### config.mk
export PLATFORM = sky130hd
export DESIGN_NAME = rtc_timekeeper
export DESIGN_NICKNAME = d
export VERILOG_FILES = /design/src/rtl/clock_pkg.sv /design/src/rtl/tick_prescaler.sv /design/src/rtl/rtc_timekeeper.sv
export SDC_FILE = /design/constraint.sdc
export NUM_CORES = 1
export LEC_CHECK = 0
export BUFFER_PORTS_ARGS = -buffer_cell sky130_fd_sc_hd__buf_2
export CAP_MARGIN = 20
export CORE_UTILIZATION = 47
export CTS_BUF_LIST = sky130_fd_sc_hd__clkbuf_8
export DETAILED_ROUTE_END_ITERATION = 7
export GPL_ROUTABILITY_DRIVEN = 0
export PLACE_DENSITY = 0.79
export SYNTH_ARGS = -nofsm -noshare
export SYNTH_HDL_FRONTEND = slang
export SYNTH_HIERARCHICAL = 1
export SYNTH_SLANG_ARGS = --single-unit
### constraint.sdc
create_clock -name clk -period 4.6 [get_ports clk]
set_clock_uncertainty 0.05 [all_clocks]
set_input_delay 0.46 -clock clk [delete_from_list [all_inputs] [get_ports clk]]
set_output_delay 0.46 -clock clk [all_outputs]
set_load 0.005 [all_outputs]
### src/rtl/clock_pkg.sv
// Shared time-of-day types, field widths and wrap limits for the RTC.
// Ports: none (package).
package clock_pkg;

    localparam int unsigned SEC_W  = 6;
    localparam int unsigned MIN_W  = 6;
    localparam int unsigned HOUR_W = 5;

    localparam logic [SEC_W-1:0]  SEC_LIMIT  = 6'd59;
    localparam logic [MIN_W-1:0]  MIN_LIMIT  = 6'd59;
    localparam logic [HOUR_W-1:0] HOUR_LIMIT = 5'd23;

    typedef struct packed {
        logic [HOUR_W-1:0] hour;
        logic [MIN_W-1:0]  min;
        logic [SEC_W-1:0]  sec;
    } time_t;

    // 24 h hour to 1..12 view: midnight and noon both show 12.
    function automatic logic [HOUR_W-1:0] to_12h(input logic [HOUR_W-1:0] h);
        if (h == '0)
            return 5'd12;
        else if (h > 5'd12)
            return h - 5'd12;
        else
            return h;
    endfunction

endpackage

### src/rtl/tick_prescaler.sv
// Divides clk down to a one-cycle tick every TICK_DIV enabled cycles.
// Ports:
//   clk   in  system clock
//   reset in  synchronous active-high reset
//   en    in  count enable; prescaler holds when low
//   clr   in  restart the count from 0 (takes effect on this edge)
//   tick  out high in the cycle the count sits at TICK_DIV-1 while enabled
module tick_prescaler #(
    parameter int unsigned TICK_DIV = 50_000_000,
    parameter int unsigned CNT_W    = 26
) (
    input  logic clk,
    input  logic reset,
    input  logic en,
    input  logic clr,
    output logic tick
);

    logic [CNT_W-1:0] r_cnt;
    logic             w_wrap;

    assign w_wrap = (r_cnt == CNT_W'(TICK_DIV - 1));
    assign tick   = en && w_wrap;

    always_ff @(posedge clk) begin
        if (reset || clr)
            r_cnt <= '0;
        else if (en)
            r_cnt <= w_wrap ? '0 : r_cnt + CNT_W'(1);
    end

endmodule

### src/rtl/rtc_timekeeper.sv
// 24 h hh:mm:ss time-of-day counter with programmable tick rate, run/pause,
// range-checked load, single-step minute/hour adjust, 12 h view and hh:mm alarm.
// Ports:
//   clk, reset                  system clock, synchronous active-high reset
//   run                         1 = count, 0 = freeze prescaler and time
//   load, load_hour/min/sec     one-cycle load strobe and time to load
//   inc_min, inc_hour           one-cycle single-step adjust strobes
//   mode_12h                    selects 1..12 view on hour_disp
//   alarm_en, alarm_hour/min    alarm enable and hh:mm compare value
//   sec, min, hour              registered 24 h time
//   hour_disp, pm               combinational display view of hour
//   sec_tick, day_roll          pulses on applied second / midnight wrap
//   alarm_hit, load_err         pulses on alarm match / rejected load
module rtc_timekeeper
    import clock_pkg::*;
#(
    parameter int unsigned TICK_DIV = 50_000_000,
    parameter int unsigned CNT_W    = 26
) (
    input  logic              clk,
    input  logic              reset,
    input  logic              run,
    input  logic              load,
    input  logic [HOUR_W-1:0] load_hour,
    input  logic [MIN_W-1:0]  load_min,
    input  logic [SEC_W-1:0]  load_sec,
    input  logic              inc_min,
    input  logic              inc_hour,
    input  logic              mode_12h,
    input  logic              alarm_en,
    input  logic [HOUR_W-1:0] alarm_hour,
    input  logic [MIN_W-1:0]  alarm_min,
    output logic [SEC_W-1:0]  sec,
    output logic [MIN_W-1:0]  min,
    output logic [HOUR_W-1:0] hour,
    output logic [HOUR_W-1:0] hour_disp,
    output logic              pm,
    output logic              sec_tick,
    output logic              day_roll,
    output logic              alarm_hit,
    output logic              load_err
);

    time_t r_time;
    logic  r_sec_tick;
    logic  r_day_roll;
    logic  r_alarm_hit;
    logic  r_load_err;

    logic  w_tick;
    logic  w_load_ok;
    logic  w_day_wrap;
    time_t w_tick_next;
    time_t w_inc_next;

    assign w_load_ok = (load_hour <= HOUR_LIMIT) && (load_min <= MIN_LIMIT) &&
                       (load_sec <= SEC_LIMIT);

    // Only an accepted load restarts the second phase; a rejected one leaves it alone.
    tick_prescaler #(
        .TICK_DIV (TICK_DIV),
        .CNT_W    (CNT_W)
    ) u_prescaler (
        .clk   (clk),
        .reset (reset),
        .en    (run),
        .clr   (load && w_load_ok),
        .tick  (w_tick)
    );

    // Seconds carry into minutes into hours.
    always_comb begin
        w_tick_next = r_time;
        w_day_wrap  = 1'b0;
        if (r_time.sec == SEC_LIMIT) begin
            w_tick_next.sec = '0;
            if (r_time.min == MIN_LIMIT) begin
                w_tick_next.min = '0;
                if (r_time.hour == HOUR_LIMIT) begin
                    w_tick_next.hour = '0;
                    w_day_wrap       = 1'b1;
                end else begin
                    w_tick_next.hour = r_time.hour + 5'd1;
                end
            end else begin
                w_tick_next.min = r_time.min + 6'd1;
            end
        end else begin
            w_tick_next.sec = r_time.sec + 6'd1;
        end
    end

    // Adjust strobes wrap their own field only; no carry between fields.
    always_comb begin
        w_inc_next = r_time;
        if (inc_min)
            w_inc_next.min = (r_time.min == MIN_LIMIT) ? '0 : r_time.min + 6'd1;
        if (inc_hour)
            w_inc_next.hour = (r_time.hour == HOUR_LIMIT) ? '0 : r_time.hour + 5'd1;
    end

    always_ff @(posedge clk) begin
        if (reset) begin
            r_time      <= '0;
            r_sec_tick  <= 1'b0;
            r_day_roll  <= 1'b0;
            r_alarm_hit <= 1'b0;
            r_load_err  <= 1'b0;
        end else begin
            r_sec_tick  <= 1'b0;
            r_day_roll  <= 1'b0;
            r_alarm_hit <= 1'b0;
            r_load_err  <= 1'b0;
            if (load) begin
                if (w_load_ok)
                    r_time <= '{hour: load_hour, min: load_min, sec: load_sec};
                else
                    r_load_err <= 1'b1;
            end else if (inc_min || inc_hour) begin
                r_time <= w_inc_next;
            end else if (w_tick) begin
                r_time      <= w_tick_next;
                r_sec_tick  <= 1'b1;
                r_day_roll  <= w_day_wrap;
                // sec==0 after a tick only on a minute boundary, so the alarm
                // fires once per matching minute and never mid-minute.
                r_alarm_hit <= alarm_en && (w_tick_next.sec == '0) &&
                               (w_tick_next.min == alarm_min) &&
                               (w_tick_next.hour == alarm_hour);
            end
        end
    end

    assign sec       = r_time.sec;
    assign min       = r_time.min;
    assign hour      = r_time.hour;
    assign hour_disp = mode_12h ? to_12h(r_time.hour) : r_time.hour;
    assign pm        = (r_time.hour >= 5'd12);
    assign sec_tick  = r_sec_tick;
    assign day_roll  = r_day_roll;
    assign alarm_hit = r_alarm_hit;
    assign load_err  = r_load_err;

endmodule

==> flow_metrics.env <==
export IMPL_slowest_stage="nor4_4"
export IMPL_numCtsBuffers=5
export IMPL_required_ns=4.76
export IMPL_synth_edf_count=0
export IMPL_grt_pass1_vias=3059
export IMPL_num_rows=30
export IMPL_slew_viol_final=0
export IMPL_synthMuxAreaShare=0.0150
export IMPL_setup_viol=0
export IMPL_hold_buffers=0
export IMPL_synth_top_family_by_area="simple AND/OR/NAND/NOR gates"
export IMPL_ys_warn_count=6
export IMPL_synth_xor_area_share=0.0681
export IMPL_worst_slew_pin_slew_ns=1.05
export IMPL_cts_resized=0
export IMPL_arrival_ns=2.86
export IMPL_numClockSinks=47
export IMPL_grt_overflow=0
export IMPL_core_area_um2=6830
export IMPL_n_fill_cell=659
export IMPL_fin_crit_ns=2.69
export IMPL_slew_limit_headroom=0.295
export IMPL_postRouteAntennaNets=0
export IMPL_irDropWorstVdd_mv=0.101
export IMPL_post_route_drc_count=0
export IMPL_nets=526
export IMPL_place_detailed_hpwl_um=6560
export IMPL_diodes=0
export IMPL_hold_class="in -> reg"
export IMPL_cp_end_kind="register"
export IMPL_cp_common_cell="a311oi_1"
export IMPL_run_status="finished clean"
export IMPL_yosys_area_share_simple=0.307
export IMPL_syn_inst=438
export IMPL_syn2layout_area_growth_pct=12.1
export IMPL_drive_gt1_frac=0.171
export IMPL_rsz0062_at_grt="no"
export IMPL_finalCritPeriodShare=0.585
export IMPL_antenna_found_initial=0
export IMPL_drv_cap=0
export IMPL_final_cells=576
export IMPL_yosysSeqAreaShare=0.282
export IMPL_power_leakage_nw=1.41
export IMPL_max_freq_mhz=371
export IMPL_synth_cell_types=65
export IMPL_die_h_um=86.3
export IMPL_synth_compound_gate_area_share=0.239
export IMPL_finalWirelength_um=8850
export IMPL_grt_usage=0.234
export IMPL_place_inst=569
export IMPL_path_cells="ha_1 > nand4_4 > nor4_4 > a311oi_1 > a311oi_1 > nand4_1 > nor4_2"
export IMPL_crit_type="reg -> reg"
export IMPL_die_area_um2=7450
export IMPL_die_w_um=86.3
export IMPL_initial_core_util=0.489
export IMPL_avgSynthCellArea_um2=7.63
export IMPL_cts_tree="built"
export IMPL_grt_pass1_wl_um=14300
export IMPL_firstDrtPassIters=6
export IMPL_start_kind="register"
export IMPL_final_hold_violation_count=0
export IMPL_tns_ns=0
export IMPL_ys_flop_type="dfxtp_1"
export IMPL_async_flop_share=0
export IMPL_clock_latency_ns=0.29
export IMPL_cts_root_buffer="clkbuf_8"
export IMPL_cts_setup_buffers=0
export IMPL_hold_ws_ns=0.428
export IMPL_clk_pin_slew_ns=0.08
export IMPL_synthesis_area_um2=3340
export IMPL_ys_seq_elements=47
export IMPL_grt_max_degree=28
export IMPL_ios=63
export IMPL_numPortBuffers=62
export IMPL_synthAdderAreaFrac=0.0374
export IMPL_cpPeakStageDelay_ns=0.58
export IMPL_vias=3562
export IMPL_drt_iter0_drc=291
export IMPL_total_power_mw=0.881
export IMPL_viasPerCell=6.18
export IMPL_clockBufferDepth=2
export IMPL_post_drt_wl_per_cell_um=15.4
export IMPL_power_density_nw_per_um2=235
export IMPL_syn_num_nets=484
export IMPL_crit_fanout=9
export IMPL_h_tree_depth=2
logic make-up after synthesis:
group | count (synthesis)
AO/OA/AOI/OAI | 121
XOR/XNOR | 26
adder cells (fa/ha/maj) | 10
buffers and inverters | 42
flip-flops | 47
multiplexers | 5
AND/OR/NAND/NOR | 187
through the flow:
stage / instance area [um2] / utilization / setup slack, ns
after floorplan: 3340 / - / 2.25
after global placement: 3660 / 0.536 / 2.13
after detailed placement: 3660 / 0.536 / 1.99
after CTS: 3750 / 0.549 / 1.98
after global routing: 3750 / 0.549 / 1.77
final: 3750 / 0.549 / 1.91
routing by layer:
| metal | track usage | vias to the layer above | wire, um |
|---|---|---|---|
| li1 | - | 1722 | - |
| met2 | 0.395 | 169 | 4170 |
| met5 | 0 | - | 0 |
| met4 | 0.0636 | 0 | 115 |
| met1 | 0.309 | 1655 | 3870 |
| met3 | 0.0371 | 16 | 695 |
cell usage in the layout, fill, tap and decap left out, types with 5 or more instances in the layout:
cell       n
a211oi_1   7
a21oi_1   37
a22oi_1    5
a311oi_1   5
and3_1     5
buf_2     62
clkbuf_8   6
dfxtp_1   47
ha_1      10
inv_1     13
mux2i_1    5
nand2_1   43
nand3_1   23
nand4_1   20
nor2_1    34
nor2b_1    5
nor3_1     9
nor4_1     5
o211ai_1   5
o21ai_0   21
o31ai_1    8
or3_1      9
or4_1     10
xnor2_1   12
xor2_1    14
registers in the layout, indices dropped and copies added, names as in the netlist:
| register | cells |
|---|---|
| hour | 5 |
| sec | 6 |
| sec_tick | 1 |
| min | 6 |
| day_roll | 1 |
| alarm_hit | 1 |
| u_prescaler/r_cnt | 26 |
| load_err | 1 |
synth_stat cells (all sizes together) (5+ instances only):
cell type	number	area share
a211oi	7	0.016
a21oi	37	0.055
a22oi	5	0.011
a311oi	5	0.013
and2	5	0.0094
and3	5	0.0094
and4	5	0.013
buf	9	0.014
clkbuf	19	0.022
dfxtp	47	0.28
ha	10	0.037
inv	13	0.015
mux2i	5	0.015
nand2	43	0.048
nand3	23	0.034
nand4	22	0.048
nor2	34	0.038
nor2b	5	0.0094
nor3	9	0.013
nor4	7	0.019
o211ai	5	0.011
o21ai	22	0.033
o31ai	9	0.022
or3	11	0.021
or4	10	0.022
xnor2	12	0.031
xor2	14	0.037
worst paths after layout:
path | startpoint | endpoint | slack, ns | depth (start not counted)
worst max-delay path | sec[0] | alarm_hit | 1.91 | 7
worst min-delay path | load_sec[3] | sec[3] | 0.43 | 3
worst max register to register | sec[0] | alarm_hit | 1.91 | 7
worst min register to register | u_prescaler/r_cnt[22] | u_prescaler/r_cnt[22] | 0.43 | 2
layout make-up:
class | instances | area, um2 | area share
Sequential cell | 47 | 941 | 0.251
Tap cell | 96 | 120 | 0.0321
Clock inverter | 1 | 5.00 | 0.00134
Multi-Input combinational cell | 349 | 2230 | 0.595
Timing Repair Buffer | 63 | 318 | 0.0848
Inverter | 14 | 52.6 | 0.0140
Clock buffer | 6 | 82.6 | 0.0220
critical path: cells and delay by family, from the launching register on:
| family | cells | cell delay [ns] |
|---|---|---|
| adder cells (fa/ha/maj) | 1 | 0.39 |
| AO/OA/AOI/OAI | 2 | 0.50 |
| flip-flops | 1 | 0.44 |
| AND/OR/NAND/NOR | 4 | 1.25 |
power by group:
group | total, mW | internal, mW | switching (mW)
logic | 0.180 | 0.0785 | 0.102
clock network | 0.248 | 0.118 | 0.130
registers | 0.452 | 0.421 | 0.0313
total | 0.881 | 0.617 | 0.264
No activity file was read; power rests on OpenSTA's default activity.
